File: src/rtl/mux_n_1_stream.sv
// mux_n_1_stream: N:1 channel mux (fixed select or round-robin) feeding a
// one-entry valid/ready output register.
module mux_n_1_stream #(
  parameter int WIDTH = 8,
  parameter int N = 8,
  localparam int SELW = $clog2(N)
) (
  input  logic                 clk,
  input  logic                 rst_n,
  input  logic [N*WIDTH-1:0]   in_data_i,
  input  logic [N-1:0]         in_valid_i,
  output logic [N-1:0]         in_ready_o,
  input  logic [SELW-1:0]      sel_i,
  input  logic                 sel_load_i,
  input  logic                 rr_en_i,
  output logic [WIDTH-1:0]     out_data_o,
  output logic [SELW-1:0]      out_chan_o,
  output logic                 out_valid_o,
  input  logic                 out_ready_i,
  output logic                 sel_err_o
);
  typedef enum logic {EMPTY, FULL} state_t;
  state_t          state_q;
  logic [WIDTH-1:0] data_q;
  logic [SELW-1:0]  chan_q, sel_q, last_q, gnt, idx;
  logic             err_q, gnt_ok, space, xfer;
  // Round-robin: scan downward so the closest channel after last_q wins last.
  always_comb begin
    gnt    = sel_q;
    gnt_ok = (int'(sel_q) < N) && in_valid_i[sel_q];
    idx    = '0;
    if (rr_en_i) begin
      gnt_ok = 1'b0;
      for (int i = N; i >= 1; i--) begin
        idx = SELW'((int'(last_q) + i) % N);
        if (in_valid_i[idx]) begin
          gnt_ok = 1'b1;
          gnt    = idx;
        end
      end
    end
  end
  assign space       = (state_q == EMPTY) || out_ready_i;
  assign xfer        = gnt_ok && space && rst_n;
  assign in_ready_o  = xfer ? N'(1) << gnt : '0;
  assign out_valid_o = (state_q == FULL);
  assign out_data_o  = data_q;
  assign out_chan_o  = chan_q;
  assign sel_err_o   = err_q;
  always_ff @(posedge clk or negedge rst_n) begin
    if (!rst_n) begin
      state_q <= EMPTY;
      data_q  <= '0;
      chan_q  <= '0;
      sel_q   <= '0;
      last_q  <= SELW'(N - 1);
      err_q   <= 1'b0;
    end else begin
      if (sel_load_i) begin
        sel_q <= sel_i;
        if (int'(sel_i) >= N) err_q <= 1'b1;
      end
      if (xfer) begin
        state_q <= FULL;
        data_q  <= in_data_i[int'(gnt)*WIDTH +: WIDTH];
        chan_q  <= gnt;
        last_q  <= gnt;
      end else if (out_ready_i) begin
        state_q <= EMPTY;
      end
    end
  end
endmodule

File: config.mk
export PLATFORM = sky130hd
export DESIGN_NAME = mux_n_1_stream
export DESIGN_NICKNAME = d
export VERILOG_FILES = /design/src/rtl/mux_n_1_stream.sv
export SDC_FILE = /design/constraint.sdc
export NUM_CORES = 1
export LEC_CHECK = 0
export ABC_CLOCK_PERIOD_IN_PS = 4500
export BUFFER_PORTS_ARGS = -buffer_cell sky130_fd_sc_hd__buf_4
export CORE_ASPECT_RATIO = 1.1
export CORE_MARGIN = 2
export CORE_UTILIZATION = 45
export DETAILED_ROUTE_END_ITERATION = 6
export PLACE_DENSITY = 0.77
export RECOVER_POWER = 50
export SLEW_MARGIN = 20
export SYNTH_ARGS = -nofsm -noshare
export SYNTH_HDL_FRONTEND = slang
export SYNTH_SLANG_ARGS = --single-unit
File: constraint.sdc
create_clock -name clk -period 4.5 [get_ports clk]
set_clock_uncertainty 0.2 [all_clocks]
set_input_delay 0.9 -clock clk [delete_from_list [all_inputs] [get_ports clk]]
set_output_delay 0.9 -clock clk [all_outputs]
set_load 0.02 [all_outputs]
Word level (Yosys, flattened, before mapping). Index checks and enable logic that the tools add are counted. W data, S select, Z words.

Output and inout port bits: 21. Bits in registers: 18. Bits of input ports: 80.

Shift-type cells: 2. $lt $le $gt $ge: 9. Add/sub/neg operators: 8. Multiplexer cells: 39. Reductions and logical operators: 4. Bitwise gates (word level): 1.

Operator list (number): $shiftx A64 B7 Y8 (1); $lt A3 B4 Y1 const B (9); $bmux W1 S3 (9); $mux W3 (9); $mux W1 (20); $add A3 B3 Y3 const B (4); $mux W8 (1); $shl A1 B3 Y8 const A (1); $add A3 B1 Y3 const B (2); $add A3 B2 Y3 const B (2); $logic_and A1 B1 Y1 (2); $reduce_bool A2 Y1 (1); $logic_or A1 B1 Y1 (1); $not A1 Y1 (1).

Longest topological paths before layout. Gate-level depths: netlist of the first run.

Depth after elaboration: 15. Depth in mapped cells: 15.

Least setup slack after synthesis of the first run. OpenSTA, ideal clock, no wires.

Path kind: reg-to-output. From: register last_q[1]. To: output in_ready_o[5]. Data arrival time: 3.677 ns. Slack: -0.277 ns. Path buffers: 5. Cell stages (with the launch flop): 15. Path through: dfstp_2 buf_6 clkbuf_1 inv_1 ha_1 buf_2 buf_2 mux4_2 mux2i_1 nand4_1 o21a_1 o211ai_2 and2_1 clkbuf_1 nor2b_1.

Word-level cells in the longest chain between the ends: 15. Elaborated cells on any way between the ends: 46. Classes of those cells: 8 x add/sub; 1 x shift; 35 x mux; 2 x reduce/logical.

Ends and longest elaborated chain: start: declaration (line 25) `logic [SELW-1:0] chan_q, sel_q, last_q, gnt, idx;`; start signal: assignment (line 56) `last_q <= SELW'(N - 1);`; start signal: assignment (line 67) `last_q <= gnt;`; $add A3 B1 Y3 (line 35) `idx = SELW'((int'(last_q) + i) % N);`; $bmux W1 S3 (line 36) `if (in_valid_i[idx]) begin`; $mux W1 (implied by the code) (line 36); $mux W1 (8 in series) (line 36); $mux W1 (line 32) `if (rr_en_i) begin`; $logic_and A1 B1 Y1 (2 in series) (line 44) `assign xfer = gnt_ok && space && rst_n;`; $mux W8 * (line 45) `assign in_ready_o = xfer ? N'(1) << gnt : '0;`; end: declaration (line 12) `output logic [N-1:0] in_ready_o,`.

Mark *: on every way between the ends. The rest lies on a longest branch, timed or not. The select of a mux whose other input is x is not followed.

Final worst setup path of the first run.
From: register last_q[0]. To: output in_ready_o[6].

The elaborated chain is that of the path after synthesis.

==> results_dict.tcl, run 1 <==
set metrics [dict create \
    rsz0062_at_grt "yes" \
    ys_seq_elements 18 \
    routed-via-count 2817 \
    wl_per_cell_um 17.8 \
    crit_type "reg -> out" \
    path_cells "inv_1, ha_4, mux4_2, or4_4, o41ai_4, nor3_2, nor2b_4, and2_1, buf_4" \
    ys_types 56 \
    drt_pass1_iterations 4 \
    syn_to_final_growth_pct 45.2 \
    yosysWarnings 1 \
    n_fill_cell 479 \
    syn_area_mm2 0.00251 \
    clock_path_buffers 2 \
    critPathCaptureType "primary output" \
    fin_setup_tns_ps 0 \
    final-hold-violation-count 0 \
    post-route-drc-count 0 \
    p_leak_nw 1.65 \
    die-area_mm2 0.00620 \
    top_layer_used "met4" \
    crit_fanout 8 \
    first_iter_violations 240 \
    initial_core_util 0.466 \
    dp_hpwl_um 6600 \
    die_height_um 82.4 \
    core_mm2 0.00540 \
    syn_avg_cell_area_um2 8.82 \
    synth.top_cells.by_area "mux4_2 15%, dfrtp_1 15%, mux2i_1 9.6%" \
    max-vdd-ir-drop_uv 354 \
    yosysSeqAreaShare 0.181 \
    netlist.area_leader.share 0.152 \
    met1Wirelength_um 3130 \
    gp_congestion 0.989 \
    drive_gt1_frac 0.448 \
    cap_violations 0 \
    routed_wl_um 8340 \
    dpl.cell_count 461 \
    io_buffers 99 \
    placedInstanceArea_mm2 0.00346 \
    total_power_w 0.00278 \
    grt_overflow 0 \
    synth-main-ff-cell "dfrtp_1" \
    crit_path_start_kind "flop" \
    cts.htree.levels 1 \
    clockRootBuffer "clkbuf_8" \
    period_needed_ps 4440 \
    finalInstanceArea_mm2 0.00365 \
    crit_path_top_delay_cell "mux4_2" \
    ant_nets 0 \
    wl_met3_um 713 \
    worst_slew_pin_slew_ps 1010 \
    antenna_found_initial 0 \
    die_w_um 75.2 \
    clock_sinks 18 \
    hold_buffers 0 \
    num_antenna_cells 0 \
    slew-limit-headroom 0.329 \
    met2WireLength_um 4250 \
    setup_viol 0 \
    grt_usage 0.275 \
    max_stage_delay_ps 590 \
    cts_buffers 3 \
    synthArstFlopShare 1.00 \
    io_pins 101 \
    grt_first_pass_wirelength_um 13100 \
    vias_per_cell 5.99 \
    clkTransAtPathRegs_ps 70 \
    yosysTopAreaCell "mux4_2" \
    report.final.slew_viol_count 0 \
    fin_cells 470 \
    tritoncts "yes" \
    status "finished, final reports clean" \
    nets 478 \
    power.density_mw_per_mm2 763 \
    grt_pass1_vias 2714 \
    period_share 0.986 \
    cp.required_ps 3400 \
    grt_max_degree 33 \
    syn_inst 285 \
    rows 28 \
    fmaxAchievable_mhz 225 \
    hp-class "reg -> reg" \
    syn_nets 367 \
    clk_latency_ps 260 \
    synth_edf_count 0 \
    cp_data_arrival_time_ps 3340 \
]
## cells in the final DEF (no fill, tap or decap), types with 4 or more instances in the layout
cell type / n
a21boi_0: 16
and3_1: 16
buf_4: 122
clkbuf_1: 7
clkbuf_8: 4
dfrtp_1: 15
inv_1: 14
mux2_2: 6
mux2i_1: 21
mux4_2: 17
nand2_1: 22
nand3_1: 6
nand4_1: 9
nor2_1: 9
nor2b_1: 4
o21ai_0: 18
o21ai_1: 5
o22a_1: 8
## power breakdown
group	total [W]	switching, W	internal [W]
logic	0.00235	0.00122	0.00112
registers	0.000301	0.0000644	0.000237
clock network	0.000135	0.0000570	0.0000779
total	0.00278	0.00134	0.00144
## logic make-up (layout without fill, tap and decap cells)
logic type / count (synthesis) / in the layout / synth area share
other cells: 1 / 1 / 0.00149
buf+inv: 38 / 148 / 0.0677
fa+ha+maj: 2 / 2 / 0.00996
xor+xnor: 3 / 3 / 0.0105
flops: 18 / 18 / 0.181
mux: 47 / 47 / 0.275
compound gates: 89 / 89 / 0.263
simple gates: 87 / 87 / 0.192
## through the flow
step	hold slack, ps	setup WS [ps]	util
final	313	63.9	0.676
after global routing	333	-30.7	0.676
after CTS	307	17.7	0.658
after detailed placement	290	123	0.641
after global placement	261	122	0.641
after floorplan	355	24.2	-
## path summary, 6_finish.rpt
| check | from | end | slack [ps] | cells after the start |
|---|---|---|---|---|
| max | last_q[0] | in_ready_o[6] | 60 | 9 |
| min | out_data_o[5] | out_data_o[5] | 310 | 2 |
| max reg2reg | last_q[0] | out_data_o[0] | 880 | 12 |
| min reg2reg | out_data_o[5] | out_data_o[5] | 310 | 2 |
| max in group asynchronous | rst_n | out_valid_o | 2910 | 1 |
| min in group asynchronous | rst_n | sel_q[0] | 580 | 1 |
## state kept, by name, summed over array words and instances (netlist names)
signal / cells
out_valid_o: 1
out_chan_o: 3
sel_q: 3
out_data_o: 8
last_q: 3
## layer usage
layer  track usage  up-vias
met4        0.0965        0
li1              -     1316
met2         0.477      163
met5             0        -
met3        0.0510       23
met1         0.340     1315
## Yosys cell counts (4+ instances only)
library cell,number
nand2_1,22
inv_1,14
dfrtp_1,15
buf_2,7
o21ai_0,18
mux4_2,17
nor2b_1,8
o22a_1,8
nand4_1,9
a21oi_1,4
o21ai_1,5
nand3_1,7
and2_1,4
mux2_2,6
and3_1,16
a21boi_0,17
mux2i_1,24
nor2_1,9
clkbuf_1,13
## critical path, delay by kind of cell, from the launching register on
kind                     cells  cell delay (ps)
buffers and inverters        2              250
adder cells (fa/ha/maj)      1              350
flip-flops                   1              570
AND/OR/NAND/NOR              4             1020
AO/OA/AOI/OAI                1              290
multiplexers                 1              590
## cell type report
class,instances,area [um^2],share of cell area
Inverter,14,52.6,0.0144
Tap cell,75,93.8,0.0257
Sequential cell,18,454,0.124
Multi-Input combinational cell,229,2030,0.557
Timing Repair Buffer,130,962,0.264
Clock buffer,4,55.1,0.0151
## what timing repair did
action,CTS,global route
resized for setup,7,16
pin swaps,0,5
cloned,0,0
endpoints found under the setup margin,8,8
setup buffers,0,5
Power figures use the tool's default switching activity.
==> run 2: changes to the inputs <==
--- a/config.mk
+++ b/config.mk
@@ -5,13 +5,13 @@
 export SDC_FILE = /design/constraint.sdc
 export NUM_CORES = 1
 export LEC_CHECK = 0
-export ABC_CLOCK_PERIOD_IN_PS = 4500
+export ABC_CLOCK_PERIOD_IN_PS = 5400
 export BUFFER_PORTS_ARGS = -buffer_cell sky130_fd_sc_hd__buf_4
 export CORE_ASPECT_RATIO = 1.1
-export CORE_MARGIN = 2
-export CORE_UTILIZATION = 45
+export CORE_MARGIN = 5
+export CORE_UTILIZATION = 54
 export DETAILED_ROUTE_END_ITERATION = 6
-export PLACE_DENSITY = 0.77
+export PLACE_DENSITY = 0.87
 export RECOVER_POWER = 50
 export SLEW_MARGIN = 20
 export SYNTH_ARGS = -nofsm -noshare
==> constraint.sdc (replaced) <==
create_clock -name clk -period 5.4 [get_ports clk]
set_clock_uncertainty 0.2 [all_clocks]
set_input_delay 1.08 -clock clk [delete_from_list [all_inputs] [get_ports clk]]
set_output_delay 1.08 -clock clk [all_outputs]
set_load 0.02 [all_outputs]
==> run 2 against run 1 <==
Utilization up 4.9 points. Flip-flop and latch count unchanged. Critical endpoint unchanged. Sequential share of layout area up 1.2 points. Count of clock-buffer cells in the layout unchanged. Critical path type unchanged. Final cell count down 8.7%. Largest power group unchanged. Global-route usage up 0.66 points.
==> results_dict.tcl, run 2 (synthesis results as in run 1) <==
set metrics [dict create \
    largest_register_ffs 8 \
    clkTransAtPathRegs_ps 70 \
    syn_to_final_growth_pct 32.4 \
    io_pins 101 \
    ant_nets 0 \
    core_mm2 0.00459 \
    r2r_slack_ps 1450 \
    fin_setup_tns_ps 0 \
    die-area_mm2 0.00612 \
    first_iter_violations 281 \
    power.density_mw_per_mm2 588 \
    crit_fanout 21 \
    finalInstanceArea_mm2 0.00333 \
    combPwrFrac 0.814 \
    clkPwrFrac 0.058 \
    antenna_found_initial 0 \
    seqPwrFrac 0.128 \
    vias_per_cell 6.53 \
    total_power_w 0.00196 \
    p_leak_nw 1.52 \
    crit_path_start_kind "flop" \
    worst_slew_pin_slew_ps 1070 \
    rows 26 \
    setup_viol 0 \
    pre_cts_slack_ps 456 \
    io_buffers 99 \
    critPathCaptureType "primary output" \
    cp_data_arrival_time_ps 3810 \
    setup_ws_ps 305 \
    status "finished, final reports clean" \
    wl_per_cell_um 19.6 \
    grt_pass1_vias 2708 \
    cp.required_ps 4120 \
    cap_violations 0 \
    gp_congestion 0.998 \
    die_w_um 75.0 \
    hold_buffers 0 \
    period_needed_ps 5090 \
    grt_usage 0.282 \
    grt_first_pass_wirelength_um 13300 \
    fmaxAchievable_mhz 196 \
    crit_type "reg -> out" \
    routed_wl_um 8390 \
    report.final.slew_viol_count 0 \
    max-vdd-ir-drop_uv 273 \
    placedInstanceArea_mm2 0.00329 \
    clockRootBuffer "clkbuf_8" \
    initial_core_util 0.548 \
    dp_hpwl_um 6540 \
    cts_buffers 3 \
    period_share 0.943 \
    final_common_cell "buf_4" \
    tritoncts "yes" \
    slew-limit-headroom 0.284 \
    drt_pass1_iterations 5 \
    final_cell_mix "99 x buf_4, 24 x mux2i_1, 22 x nand2_1" \
    internal-power_w 0.000958 \
    hp-class "reg -> reg" \
    grt_overflow 0 \
    drive_gt1_frac 0.370 \
    n_fill_cell 361 \
    die_height_um 81.5 \
    routed-via-count 2803 \
    p_switching_w 0.000997 \
    clock_sinks 18 \
    post-route-drc-count 0 \
    clock_path_buffers 2 \
    num_antenna_cells 0 \
    final-hold-violation-count 0 \
    fin_util 0.725 \
    cts.htree.levels 1 \
    nets 456 \
    switching_share 0.510 \
    clk_latency_ps 260 \
    grt_max_degree 34 \
]
run 2: metal layers:
metal | GRT usage | routed length (um) | vias to the layer above
li1 | - | - | 1272
met1 | 0.335 | 2920 | 1293
met2 | 0.489 | 4320 | 193
met3 | 0.0649 | 805 | 45
met4 | 0.103 | 338 | 0
met5 | 0 | 0 | -
run 2: final timing paths:
kind	from	end	depth (start not counted)
setup / recovery	last_q[0]	in_ready_o[6]	10
hold reg to reg	out_data_o[3]	out_data_o[3]	2
setup reg to reg	last_q[0]	out_data_o[5]	10
min in group asynchronous	rst_n	sel_q[0]	1
max in group asynchronous	rst_n	out_valid_o	1
hold / removal	out_data_o[3]	out_data_o[3]	2
run 2: timing repair:
item | CTS | global route
buffers inserted | 0 | 0
setup endpoints to repair | 0 | 8
gates resized for setup | 0 | 3
run 2: final cells by class:
cell class                 count  area (um^2)  share of cell area
multi-input combinational    229         1920               0.576
timing repair buffer         108          777               0.234
sequential                    18          454               0.137
tap                           56         70.1              0.0211
clock buffer                   4         55.1              0.0166
inverter                      14         52.6              0.0158
run 2: critical path, cell delays in order, from the launching register on:
cell	delay (ps)
dfstp_2	530
buf_4	270
ha_1	410
mux4_2	600
a22o_1	260
a2111oi_0	450
a41oi_1	160
a31oi_2	400
nor2_1	160
and2_1	170
buf_4	150
run 2: power by group through the flow:
stage	Sequential, W	Clock (W)	Combinational [W]
final	0.000250	0.000113	0.00159
after global routing	0.000258	0.000122	0.00172
after CTS	0.000250	0.000115	0.00157
after detailed placement	0.000251	0	0.00156
after global placement	0.000250	0	0.00153
after floorplan	0.000279	0	0.00114
run 2: metrics by stage:
stage	instances	hold WS, ps
6_report	429	301
5_1_grt	429	328
4_1_cts	429	307
3_5_place_dp	425	290
3_3_place_gp	425	286
2_1_floorplan	285	355
==> run 3: changes to the inputs <==
--- a/config.mk
+++ b/config.mk
@@ -8,10 +8,10 @@
 export ABC_CLOCK_PERIOD_IN_PS = 5400
 export BUFFER_PORTS_ARGS = -buffer_cell sky130_fd_sc_hd__buf_4
 export CORE_ASPECT_RATIO = 1.1
-export CORE_MARGIN = 5
-export CORE_UTILIZATION = 54
+export CORE_MARGIN = 1
+export CORE_UTILIZATION = 44
 export DETAILED_ROUTE_END_ITERATION = 6
-export PLACE_DENSITY = 0.87
+export PLACE_DENSITY = 0.73
 export RECOVER_POWER = 50
 export SLEW_MARGIN = 20
 export SYNTH_ARGS = -nofsm -noshare
==> run 3 against run 2 <==
Non-clock buffer count rose by 1. Global-route usage fell by 2.9 points. Wire length fell by 11%. Critical path type unchanged. Highest routed layer unchanged.
==> results_dict.tcl, run 3 (synthesis results as in run 1) <==
set metrics [dict create \
    status "finished, final reports clean" \
    tritoncts "yes" \
    initial_core_util 0.463 \
    num_antenna_cells 0 \
    hp-class "reg -> reg" \
    period_share 0.936 \
    setup_viol 0 \
    r2r_slack_ps 1470 \
    io_buffers 99 \
    max-vdd-ir-drop_uv 245 \
    clock_path_buffers 2 \
    nets 457 \
    post-route-drc-count 0 \
    cts.htree.levels 1 \
    report.final.slew_viol_count 0 \
    drt_pass1_iterations 5 \
    rsz0062_at_grt "no" \
    clock_sinks 18 \
    holdPathStages 1 \
    finalInstanceArea_mm2 0.00335 \
    grt_usage 0.252 \
    dpl.cell_count 445 \
    dp_hpwl_um 6040 \
    grt_max_degree 34 \
    syn_to_final_growth_pct 33.3 \
    n_fill_cell 488 \
    rows 28 \
    fmaxAchievable_mhz 198 \
    worst_slew_pin_slew_ps 1000 \
    final_cell_mix "100 x buf_4, 24 x mux2i_1, 22 x nand2_1" \
    ff2ff_path_depth 10 \
    crit_path_start_kind "flop" \
    routed_wl_um 7500 \
    grt_pass1_vias 2439 \
    hold_end "out_chan_o[2]" \
    die-area_mm2 0.00602 \
    wl_per_cell_um 16.7 \
    regToRegStartpoint "last_q[0]" \
    crit_fanout 10 \
    die_height_um 81.3 \
    worstHoldStart "out_chan_o[2]" \
    fin_cells 449 \
    cp_data_arrival_time_ps 3770 \
    r2r-end "out_data_o[4]" \
    drive_gt1_frac 0.366 \
    cap_violations 0 \
    ant_nets 0 \
    core_mm2 0.00543 \
    p_leak_nw 1.53 \
    period_needed_ps 5050 \
    critPathCaptureType "primary output" \
    grt_first_pass_wirelength_um 11600 \
    fin_setup_tns_ps 0 \
    final-hold-violation-count 0 \
    hold_buffers 0 \
    final_common_cell "buf_4" \
    clockRootBuffer "clkbuf_8" \
    placedInstanceArea_mm2 0.00332 \
    power.density_mw_per_mm2 576 \
    slew-limit-headroom 0.333 \
    gp_congestion 0.916 \
    io_pins 101 \
    clkTransAtPathRegs_ps 70 \
    cts_buffers 3 \
    die_w_um 74.1 \
    grt_overflow 0 \
    vias_per_cell 6.03 \
    routed-via-count 2706 \
    cp.required_ps 4120 \
    clk_latency_ps 260 \
    crit_type "reg -> out" \
    largest_register_ffs 8 \
    first_iter_violations 260 \
    antenna_found_initial 0 \
]
[run 3: per-layer routing]
layer	up-vias	GRT usage	routed length, um	share of wire
met5	-	0	0	0
met4	0	0.108	246	0.033
met3	21	0.0447	516	0.069
met2	128	0.437	3910	0.52
met1	1284	0.303	2830	0.38
li1	1273	-	-	-
[run 3: metrics by stage]
stage	total power, W	hold slack [ps]	util	setup slack [ps]
2_1_floorplan	0.00142	355	-	443
3_3_place_gp	0.00181	271	0.611	523
3_5_place_dp	0.00182	282	0.611	517
4_1_cts	0.00193	297	0.621	281
5_1_grt	0.00208	321	0.617	66.1
6_report	0.00193	294	0.617	347
[run 3: cell type report]
type                    instances  area [um^2]  share of cell area
multi-input cells             229         1910               0.570
repair buffers                109          785               0.234
flip-flops and latches         18          454               0.136
well taps                      75         93.8              0.0280
clock buffers                   4         55.1              0.0164
inverters                      14         52.6              0.0157
[run 3: critical path, cell delays in order (launching register included)]
cell,delay (ps)
dfstp_2,530
inv_1,100
ha_1,560
mux4_2,640
a22oi_1,200
nand2_1,70
o211a_1,270
nor3_1,390
and2_1,410
nor2b_1,180
buf_4,150
[run 3: power breakdown]
part / leakage [nW] / total, W / internal (W) / switching, W
registers: 0.216 / 0.000244 / 0.000197 / 0.0000470
clock network: 0.0288 / 0.000111 / 0.0000648 / 0.0000457
logic: 1.29 / 0.00157 / 0.000697 / 0.000877
[run 3: repair_timing]
action | in CTS | in global routing
resized for setup | 0 | 1
hold endpoints to repair | 0 | 0
endpoints found under the setup margin | 0 | 2
setup buffers | 0 | 0
[run 3: worst max-delay path by stage]
stage | slack, ps | to | from
final | 350 | in_ready_o[5] | last_q[0]
after floorplan | 440 | in_ready_o[5] | last_q[1]
after detailed placement | 520 | in_ready_o[1] | in_valid_i[2]
after CTS | 280 | in_ready_o[3] | last_q[0]
after global routing | 70 | in_ready_o[5] | last_q[0]
after global placement | 520 | in_ready_o[3] | in_valid_i[4]
